## config.mk

```make
export PLATFORM = sky130hd
export DESIGN_NAME = operand_fetch
export DESIGN_NICKNAME = d
export VERILOG_FILES = /design/src/rtl/operand_fetch_pkg.sv /design/src/rtl/operand_ea_calc.sv /design/src/rtl/operand_fetch.sv
export SDC_FILE = /design/constraint.sdc
export NUM_CORES = 1
export LEC_CHECK = 0
export BUFFER_PORTS_ARGS = -buffer_cell sky130_fd_sc_hd__buf_4
export CORE_MARGIN = 2
export CORE_UTILIZATION = 57
export DETAILED_ROUTE_END_ITERATION = 6
export GPL_TIMING_DRIVEN = 0
export PLACE_DENSITY_LB_ADDON = 0.05
export SLEW_MARGIN = 10
export SYNTH_ARGS = -nofsm -noshare
export SYNTH_HDL_FRONTEND = slang
export SYNTH_SLANG_ARGS = --single-unit
```

## constraint.sdc

```tcl
create_clock -name clk -period 9.23 [get_ports clk]
set_input_delay 0.4615 -clock clk [delete_from_list [all_inputs] [get_ports clk]]
set_output_delay 0.4615 -clock clk [all_outputs]
set_load 0.01 [all_outputs]
```

## src/rtl/operand_fetch_pkg.sv

```systemverilog
// operand_fetch_pkg: register numbers, addressing modes, FSM states and step helper for operand fetch
package operand_fetch_pkg;
  localparam logic [3:0] REG_PC  = 4'd0;
  localparam logic [3:0] REG_SP  = 4'd1;
  localparam logic [3:0] REG_SR  = 4'd2;
  localparam logic [3:0] REG_CG1 = 4'd2;
  localparam logic [3:0] REG_CG2 = 4'd3;
  localparam logic [1:0] REGISTER               = 2'd0;
  localparam logic [1:0] INDEXED                = 2'd1;
  localparam logic [1:0] INDIRECT               = 2'd2;
  localparam logic [1:0] INDIRECT_AUTOINCREMENT = 2'd3;
  typedef enum logic [2:0] {IDLE, SRC_EXT, SRC_RD, DST_EXT, DST_RD, DONE} state_t;
  // PC and SP stay word aligned even for byte accesses
  function automatic logic [1:0] ainc_step_f(input logic bw, input logic [3:0] r);
    return (bw && r != REG_PC && r != REG_SP) ? 2'd1 : 2'd2;
  endfunction
endpackage

```

## src/rtl/operand_ea_calc.sv

```systemverilog
// operand_ea_calc: effective address = base (PC, zero for SR-absolute, or register) + extension word
module operand_ea_calc
  import operand_fetch_pkg::*;
(
  input  logic [3:0]  reg_i,
  input  logic [15:0] reg_val_i,
  input  logic [15:0] pc_val_i,
  input  logic [15:0] x_i,
  output logic [15:0] ea_o
);
  logic [15:0] base;
  always_comb base = reg_i == REG_PC ? pc_val_i : reg_i == REG_SR ? 16'd0 : reg_val_i;
  assign ea_o = base + x_i;
endmodule

```

## src/rtl/operand_fetch.sv

```systemverilog
// operand_fetch: MSP430 operand sequencer fetching extension words and memory operands for the ALU
module operand_fetch
  import operand_fetch_pkg::*;
(
  input  logic        clk,
  input  logic        rst,
  input  logic        start,
  input  logic        Format,
  input  logic        BW,
  input  logic [3:0]  srcA,
  input  logic [3:0]  dstA,
  input  logic [1:0]  As,
  input  logic        Ad,
  input  logic        srcGenerated,
  input  logic        dstGenerated,
  input  logic [15:0] src_cg,
  input  logic [15:0] dst_cg,
  input  logic [15:0] rsrc_val,
  input  logic [15:0] rdst_val,
  input  logic [15:0] pc_val,
  output logic [15:0] mem_addr,
  output logic        mem_rd,
  input  logic [15:0] mem_rdata,
  input  logic        mem_ready,
  output logic        pc_inc,
  output logic        ainc_en,
  output logic [3:0]  ainc_reg,
  output logic [1:0]  ainc_step,
  output logic [15:0] src_op,
  output logic [15:0] dst_op,
  output logic [15:0] dst_addr,
  output logic        dst_is_mem,
  output logic        busy,
  output logic        done
);
  state_t      state_q, state_d;
  logic        fmt_q, fmt_d, imm_q, imm_d, dext_q, dext_d, ainc_q, ainc_d, dst_is_mem_q, dst_is_mem_d;
  logic [3:0]  sreg_q, sreg_d, dreg_q, dreg_d, ainc_reg_q, ainc_reg_d;
  logic [1:0]  ainc_step_q, ainc_step_d;
  logic [15:0] addr_q, addr_d, src_op_q, src_op_d, dst_op_q, dst_op_d, dst_addr_q, dst_addr_d;
  logic        s_cg, s_ext, s_rd, d_ext, rdy;
  logic [3:0]  s_reg;
  logic [15:0] s_val, s_cgv, live_s, ea, op_v;
  // Format 1 routes its single operand through the source phase using dstA
  assign s_cg   = Format ? dstGenerated : srcGenerated;
  assign s_reg  = Format ? dstA : srcA;
  assign s_val  = Format ? rdst_val : rsrc_val;
  assign s_cgv  = Format ? dst_cg : src_cg;
  assign s_ext  = !s_cg && (As == INDEXED || (As == INDIRECT_AUTOINCREMENT && s_reg == REG_PC));
  assign s_rd   = !s_cg && As != REGISTER && !(As == INDIRECT_AUTOINCREMENT && s_reg == REG_PC);
  assign d_ext  = !Format && !dstGenerated && Ad;
  assign live_s = fmt_q ? rdst_val : rsrc_val;
  assign rdy    = mem_rd && mem_ready;
  operand_ea_calc u_ea (
    .reg_i    (state_q == DST_EXT ? dreg_q : sreg_q),
    .reg_val_i(state_q == DST_EXT ? rdst_val : live_s),
    .pc_val_i (pc_val),
    .x_i      (mem_rdata),
    .ea_o     (ea)
  );
  always_ff @(posedge clk) state_q <= rst ? IDLE : state_d;
  always_comb begin
    state_d = state_q;
    case (state_q)
      IDLE:    if (start) state_d = s_ext ? SRC_EXT : s_rd ? SRC_RD : d_ext ? DST_EXT : DONE;
      SRC_EXT: if (mem_ready) state_d = !imm_q ? SRC_RD : dext_q ? DST_EXT : DONE;
      SRC_RD:  if (mem_ready) state_d = dext_q ? DST_EXT : DONE;
      DST_EXT: if (mem_ready) state_d = DST_RD;
      DST_RD:  if (mem_ready) state_d = DONE;
      default: state_d = IDLE;
    endcase
  end
  always_comb begin
    mem_rd     = state_q inside {SRC_EXT, SRC_RD, DST_EXT, DST_RD};
    mem_addr   = (state_q == SRC_EXT || state_q == DST_EXT) ? pc_val : mem_rd ? addr_q : 16'd0;
    pc_inc     = !rst && rdy && (state_q == SRC_EXT || state_q == DST_EXT);
    ainc_en    = !rst && rdy && state_q == SRC_RD && ainc_q;
    busy       = state_q != IDLE;
    done       = state_q == DONE;
    ainc_reg   = ainc_reg_q;
    ainc_step  = ainc_step_q;
    src_op     = src_op_q;
    dst_op     = dst_op_q;
    dst_addr   = dst_addr_q;
    dst_is_mem = dst_is_mem_q;
  end
  always_comb begin
    fmt_d        = fmt_q;
    imm_d        = imm_q;
    dext_d       = dext_q;
    ainc_d       = ainc_q;
    sreg_d       = sreg_q;
    dreg_d       = dreg_q;
    ainc_reg_d   = ainc_reg_q;
    ainc_step_d  = ainc_step_q;
    addr_d       = addr_q;
    src_op_d     = src_op_q;
    dst_op_d     = dst_op_q;
    dst_addr_d   = dst_addr_q;
    dst_is_mem_d = dst_is_mem_q;
    op_v         = s_cg ? s_cgv : s_val;
    if (state_q == IDLE && start) begin
      fmt_d        = Format;
      sreg_d       = s_reg;
      dreg_d       = dstA;
      imm_d        = s_ext && As == INDIRECT_AUTOINCREMENT;
      dext_d       = d_ext;
      ainc_d       = s_rd && As == INDIRECT_AUTOINCREMENT;
      ainc_reg_d   = ainc_d ? s_reg : 4'd0;
      ainc_step_d  = ainc_d ? ainc_step_f(BW, s_reg) : 2'd0;
      addr_d       = s_val;
      src_op_d     = (!Format && (s_cg || As == REGISTER)) ? op_v : 16'd0;
      dst_op_d     = Format ? ((s_cg || As == REGISTER) ? op_v : 16'd0) : dstGenerated ? dst_cg : rdst_val;
      dst_addr_d   = (Format && s_rd && !s_ext) ? s_val : 16'd0;
      dst_is_mem_d = Format ? (!s_cg && As != REGISTER) : d_ext;
    end else if (rdy && state_q == SRC_EXT) begin
      if (imm_q) begin
        if (fmt_q) begin
          dst_op_d   = mem_rdata;
          dst_addr_d = pc_val;
        end else
          src_op_d = mem_rdata;
      end else begin
        addr_d = ea;
        if (fmt_q) dst_addr_d = ea;
      end
    end else if (rdy && state_q == SRC_RD) begin
      if (fmt_q) dst_op_d = mem_rdata;
      else src_op_d = mem_rdata;
    end else if (rdy && state_q == DST_EXT) begin
      addr_d     = ea;
      dst_addr_d = ea;
    end else if (rdy && state_q == DST_RD)
      dst_op_d = mem_rdata;
  end
  always_ff @(posedge clk) begin
    if (rst) begin
      fmt_q        <= 1'b0;
      imm_q        <= 1'b0;
      dext_q       <= 1'b0;
      ainc_q       <= 1'b0;
      sreg_q       <= 4'd0;
      dreg_q       <= 4'd0;
      ainc_reg_q   <= 4'd0;
      ainc_step_q  <= 2'd0;
      addr_q       <= 16'd0;
      src_op_q     <= 16'd0;
      dst_op_q     <= 16'd0;
      dst_addr_q   <= 16'd0;
      dst_is_mem_q <= 1'b0;
    end else begin
      fmt_q        <= fmt_d;
      imm_q        <= imm_d;
      dext_q       <= dext_d;
      ainc_q       <= ainc_d;
      sreg_q       <= sreg_d;
      dreg_q       <= dreg_d;
      ainc_reg_q   <= ainc_reg_d;
      ainc_step_q  <= ainc_step_d;
      addr_q       <= addr_d;
      src_op_q     <= src_op_d;
      dst_op_q     <= dst_op_d;
      dst_addr_q   <= dst_addr_d;
      dst_is_mem_q <= dst_is_mem_d;
    end
  end
endmodule

```

==> results of run 1 <==
## cell type report
type                       count  area (um^2)
clock buffer                  12          145
clock inverter                 3         45.0
sequential                    86         1720
multi-input combinational    673         4280
buffer                        63          300
tap                          140          175
fill                         933         2730
timing repair buffer         188         1410
inverter                       7         26.3
## Yosys cell counts, drive strengths merged, types with 3 or more instances
library cell and instances:
a211oi 27, a21o 4, a21oi 74, a221o 4, a221oi 10, a22oi 24, a2bb2oi 15, and3 3
buf 32, clkbuf 31, dfxtp 86, ha 17, inv 7, mux2 20, mux2i 50, nand2 114
nand2b 18, nor2 107, nor2b 6, nor3 12, nor4b 5, o211ai 7, o21a 3, o21ai 83
o22ai 19, xnor2 7, xor2 9
## power by group through the flow
stage               Sequential, mW  Combinational (mW)  Clock (mW)
global route                 0.620                2.01       0.286
CTS                          0.604                1.81       0.271
detailed placement           0.611                1.80           0
global placement             0.608                1.78           0
floorplan                    0.642                1.17           0
finish                       0.607                1.85       0.272
## cells by family (layout without fill, tap and decap cells)
group           count (synthesis)  in the layout  synth area share, %
mux                            70             70                 11.5
compound gates                289            289                 30.6
buf+inv                        70            273                 5.16
simple gates                  280            280                 19.6
xor+xnor                       16             16                 2.21
flops                          86             86                 27.2
fa+ha+maj                      18             18                 3.68
## metal layers
metal	global-route usage, %	vias up	wire, um
met1	48.0	3437	9290
met3	7.35	90	2280
met4	17.1	0	945
met2	63.5	463	10700
li1	-	3405	-
met5	0	-	0
## metrics by stage
step | setup WS (ns) | total power, mW | instance area [um^2] | instances
2_1_floorplan | 5.80 | 1.81 | 6330 | 829
3_3_place_gp | 5.14 | 2.39 | 7920 | 1157
3_5_place_dp | 5.06 | 2.41 | 7920 | 1157
4_1_cts | 5.02 | 2.69 | 8110 | 1172
5_1_grt | 4.59 | 2.92 | 8110 | 1172
6_report | 4.91 | 2.73 | 8110 | 1172
## critical path, stage by stage (launching register included)
cell	delay, ns
dfxtp_1	0.33
buf_2	0.23
nand3b_1	0.24
mux2i_1	0.21
a211oi_1	0.74
buf_2	0.36
nand2_1	0.07
o21ai_0	0.14
ha_1	0.24
a211oi_1	0.08
nor4b_1	0.56
o211ai_1	0.21
a32oi_1	0.28
xor2_1	0.22
a21oi_1	0.11
nor3_1	0.23
## path summary, 6_finish.rpt
kind / cells after the start / endpoint / slack [ns] / start
hold / removal: 3 / dreg_q[0] / 0.33 / dstA[0]
setup / recovery: 15 / dst_addr[11] / 4.91 / state_q[0]
setup reg to reg: 15 / dst_addr[11] / 4.91 / state_q[0]
hold reg to reg: 2 / dreg_q[3] / 0.46 / dreg_q[3]
## cells in the final DEF (no fill, tap or decap), types with 19 or more instances in the layout
cell      Yosys  final
a21oi_1      71     71
a22oi_1      24     24
buf_2        21     21
buf_4         4    192
clkbuf_1     31     33
dfxtp_1      86     86
mux2_2       20     20
mux2i_1      49     49
nand2_1     113    113
nor2_1      106    106
o21ai_0      81     81
o22ai_1      19     19
==> results.md, run 1 <==
- Final Core Density: 74.8%
- Part of the Yosys area used for sequential elements: 27.2%
- Quantity of I/O buffers inserted on ports: 188
- Post-DRT Antenna Nets: 0
- Library cell with the largest summed area after synthesis: dfxtp_1
- CTS Hold Bufs: 0
- Total setup buffers inserted after CTS: 0
- Initial antenna violation count: 0
- Fin crit share: 46.8%
- Max-capacitance violation count: 0
- Final Slew Violations: 0
- Worst hold path type: primary input to register
- Net switching power of the design: 1.32 mW
- Overflow left after global routing: 0
- Headroom to the max-slew limit: 39.1%
- EDFF count, synth: 0
- Clock transition at the registers of the reported paths: 0.08 ns
- Syn_nets: 962
- Wire length per cell after detailed routing: 19.8 um
- H-Tree Level Count: 3
- Register bit total from synthesis: 86
- Share of total power in the clock network: 10.0%
- Shortest clock period the worst path allows after layout: 4.32 ns
- Setup repair after global routing missed its margin: no
- Leakage component of the power: 3.61 nW
- Number of rows created at floorplan: 38
- Synth top area cells: dfxtp_1 (27%), mux2i_1 (7.7%), nand2_1 (6.7%)
- Ant. Diodes: 0
- GRT Total Usage: 38.2%
- Core region area: 10800 um^2
- Final setup fails: 0
- Run status: complete, no violations
- Worst hold slack: 0.332 ns
- Flop pwr share: 22.2%
- Switching power as a share of total power: 48.2%
- Count of unique library cells instantiated by Yosys: 67
- DIE WIDTH: 109 um
- TritonCTS clock tree: yes
- Crit start category: register
- Placed wire-length estimate: 18600 um
- Post-synthesis async set-or-reset flop share: 0%
- Die area: 12000 um^2
- Worst EP required: 9.53 ns
- Total Routed Length: 23200 um
- DR vias/cell: 6.31
- Largest net degree at the start of global routing: 14
- Largest fanout on the critical path: 10
- Number of violations reported at the end of detailed-routing iteration 0: 784
- Skew final: 0.00590 ns
- Capturing element type of the critical path: register
- Ports placed on the boundary: 191
- Post-Syn Area per Cell: 7.64 um^2
- Sinks on the clock net: 86
- Area added between synthesis and finish: 28.1%
- Yosys Warn Count: 0
- Combinational share of power: 67.8%
- Sum of negative setup slack: 0 ns
- DRC violations left: 0
- Fraction of final layout cells sized beyond drive strength 1: 26.9%
- Most frequently used flop master after synthesis: dfxtp_1
- Critical path type: register to register
- First-pass GRT wire length: 34900 um
- RD Place Congestion: 0.975
- Final net count: 1161
- Power density relative to cell area: 336 nW/um^2
- Final hold violations: 0
- Skew-Pair Late Insertion Delay: 0.38 ns
- Data arrival time of the worst path: 4.62 ns
- Vias in the first global route: 6791
- Detailed-routing iteration count for the pre-antenna-repair pass: 6
- Worst supply voltage drop on vdd: 250 uV
- Total number of vias: 7395
- Pint: 1.41 mW
- Root buf cell: clkbuf_8
- Fmax achieved: 0.231 GHz
- Synthesized cell area: 6330 um^2
- Initial standard-cell utilization of the core: 58.4%
- Pin slew with the least headroom to its limit: 0.914 ns
- Clk buf depth: 2
- Top-area cell type share of the netlist area: 27.2%
- Number of cells upsized or downsized after cts: 0
- Number of buffers created by CTS: 9
- Die outline height: 109 um
- Cell count after synthesis: 829
Power figures use the tool's default switching activity.
==> inputs of run 2 (changes only) <==
--- a/config.mk
+++ b/config.mk
@@ -7,7 +7,7 @@
 export LEC_CHECK = 0
 export BUFFER_PORTS_ARGS = -buffer_cell sky130_fd_sc_hd__buf_4
 export CORE_MARGIN = 2
-export CORE_UTILIZATION = 57
+export CORE_UTILIZATION = 53
 export DETAILED_ROUTE_END_ITERATION = 6
 export GPL_TIMING_DRIVEN = 0
 export PLACE_DENSITY_LB_ADDON = 0.05
==> constraint.sdc (replaced) <==
create_clock -name clk -period 4.05 [get_ports clk]
set_input_delay 0.2025 -clock clk [delete_from_list [all_inputs] [get_ports clk]]
set_output_delay 0.2025 -clock clk [all_outputs]
set_load 0.01 [all_outputs]
==> run 2 against run 1 <==
Sequential share of layout area decreased by 0.43 points. Non-clock buffer count rose by 5. Hold slack lost 0.24 ns. Critical path depth stayed put. Core utilization decreased by 2.9 points. Total power rose by 140%. Clock-buffer cell count decreased by 3. Maximum frequency increased by 12%. Wire length rose by 4.6%. Critical endpoint is now addr_q[12].
==> results.md, run 2 (same netlist as run 1, synthesis figures left out) <==
- Vias in the first global route: 7103
- Root buf cell: clkbuf_16
- Fmax achieved: 0.259 GHz
- Series of cell instances along the critical path: buf_2 > nor2b_1 > buf_2 > a21oi_4 > buf_4 > mux2i_1 > o21ai_0 > fa_1 > a21o_1 > a21oi_1 > o21a_1 > o21ai_0 > o31ai_1 > xor2_1 > a31oi_1
- CP Buf/Inv Count: 3
- Number of violations reported at the end of detailed-routing iteration 0: 807
- CTS Hold Bufs: 0
- Ports placed on the boundary: 191
- Pin slew with the least headroom to its limit: 0.904 ns
- Data arrival time of the worst path: 4.09 ns
- Leakage component of the power: 3.69 nW
- Initial antenna violation count: 1
- Skew final: 0.00900 ns
- Final Slew Violations: 0
- Worst hold path type: primary input to register
- Placed wire-length estimate: 19100 um
- Worst EP required: 4.28 ns
- Total power: 6.56 mW
- Final setup fails: 0
- Power density relative to cell area: 792 nW/um^2
- Total cell area at the placement stage: 7920 um^2
- Max-capacitance violation count: 0
- DIE WIDTH: 113 um
- GRT Total Usage: 37.2%
- Core region area: 11500 um^2
- Clk buf depth: 2
- Final hold violations: 0
- Launching instance or port of the critical path: state_q[0]
- Shortest clock period the worst path allows after layout: 3.86 ns
- Initial standard-cell utilization of the core: 55.0%
- Overflow left after global routing: 0
- Largest net degree at the start of global routing: 18
- Worst supply voltage drop on vdd: 422 uV
- Min-Delay Startpoint: dstA[0]
- Fin crit share: 95.3%
- Total number of vias: 7501
- Critical path type: register to register
- Run status: complete, no violations
- DRC violations left: 0
- Fraction of final layout cells sized beyond drive strength 1: 27.9%
- Sinks on the clock net: 86
- Ant. Diodes: 0
- Quantity of I/O buffers inserted on ports: 188
- H-Tree Level Count: 3
- Commonest cells after routing, fill and taps aside: buf_4 (198), nand2_1 (113), nor2_1 (106)
- Standard cell with the maximum stage delay on the critical path: fa_1
- Final instance area: 8280 um^2
- Final net count: 1166
- Die outline height: 113 um
- Worst reg2reg startpoint: state_q[0]
- Most common cell after layout, fill and taps aside: buf_4
- Number of rows created at floorplan: 39
- Skew-Pair Late Insertion Delay: 0.36 ns
- Largest fanout on the critical path: 10
- Number of buffers created by CTS: 9
- Capturing element type of the critical path: register
- DR vias/cell: 6.35
- Fill cell instance count of the final layout: 1027
- Detailed-routing iteration count for the pre-antenna-repair pass: 6
- Wire length per cell after detailed routing: 20.6 um
- Headroom to the max-slew limit: 39.7%
- Post-DRT Antenna Nets: 0
- Total Routed Length: 24300 um
- Die area: 12800 um^2
- Final Core Density: 71.9%
- Family of cells with the greatest summed delay on the critical path: compound AO/OA/AOI/OAI gates
- Crit start category: register
- TritonCTS clock tree: yes
- RD Place Congestion: 0.970
- Sum of negative setup slack: 0 ns
- Area added between synthesis and finish: 30.7%
- Maximum single-stage delay on the critical path: 0.44 ns
- Clock transition at the registers of the reported paths: 0.07 ns
- First-pass GRT wire length: 37200 um
[run 2: through the flow]
step,hold WS (ns),setup slack [ns],instances
6_report,0.0964,0.189,1181
5_1_grt,0.119,-0.0372,1181
4_1_cts,0.0938,0.0280,1176
3_5_place_dp,0.449,-0.142,1160
3_3_place_gp,0.444,-0.0863,1160
2_1_floorplan,0.338,0.618,829
[run 2: where the power goes]
group          switching, mW  total, mW  internal (mW)
Combinational           2.57       4.34           1.76
Sequential             0.190       1.38           1.19
Clock                  0.415      0.846          0.430
[run 2: path summary, 6_finish.rpt]
kind	endpoint	slack, ns	cells past startpoint
max	addr_q[12]	0.19	15
min	dreg_q[0]	0.1	3
max reg2reg	addr_q[12]	0.19	15
min reg2reg	dreg_q[3]	0.46	2
[run 2: repair_timing]
action	in CTS	in global routing
buffers inserted	0	5
resized for setup	3	6
endpoints found under the setup margin	5	11
pin swaps	0	2
[run 2: cell type report]
class	instances	area, um^2	area share (%)
Buffer	63	305	3.69
Clock buffer	9	225	2.72
Clock inverter	7	68.8	0.831
Inverter	7	26.3	0.317
Multi-Input combinational cell	673	4300	52.0
Sequential cell	86	1720	20.8
Tap cell	143	179	2.16
Timing Repair Buffer	193	1450	17.5
[run 2: worst reg2reg max path, stage by stage, from the launching register on]
cell and delay, ns:
dfxtp_1 0.31, buf_2 0.19, nor2b_1 0.15, buf_2 0.20, a21oi_4 0.27, buf_4 0.29
mux2i_1 0.24, o21ai_0 0.16, fa_1 0.44, a21o_1 0.17, a21oi_1 0.21, o21a_1 0.22
o21ai_0 0.19, o31ai_1 0.30, xor2_1 0.28, a31oi_1 0.12
[run 2: routing by layer]
metal / global-route usage (%) / wire (um) / vias to the layer above
li1: - / - / 3418
met1: 46.8 / 9350 / 3470
met2: 60.0 / 11200 / 507
met3: 6.96 / 2480 / 104
met4: 20.7 / 1310 / 2
met5: 0 / 13 / -
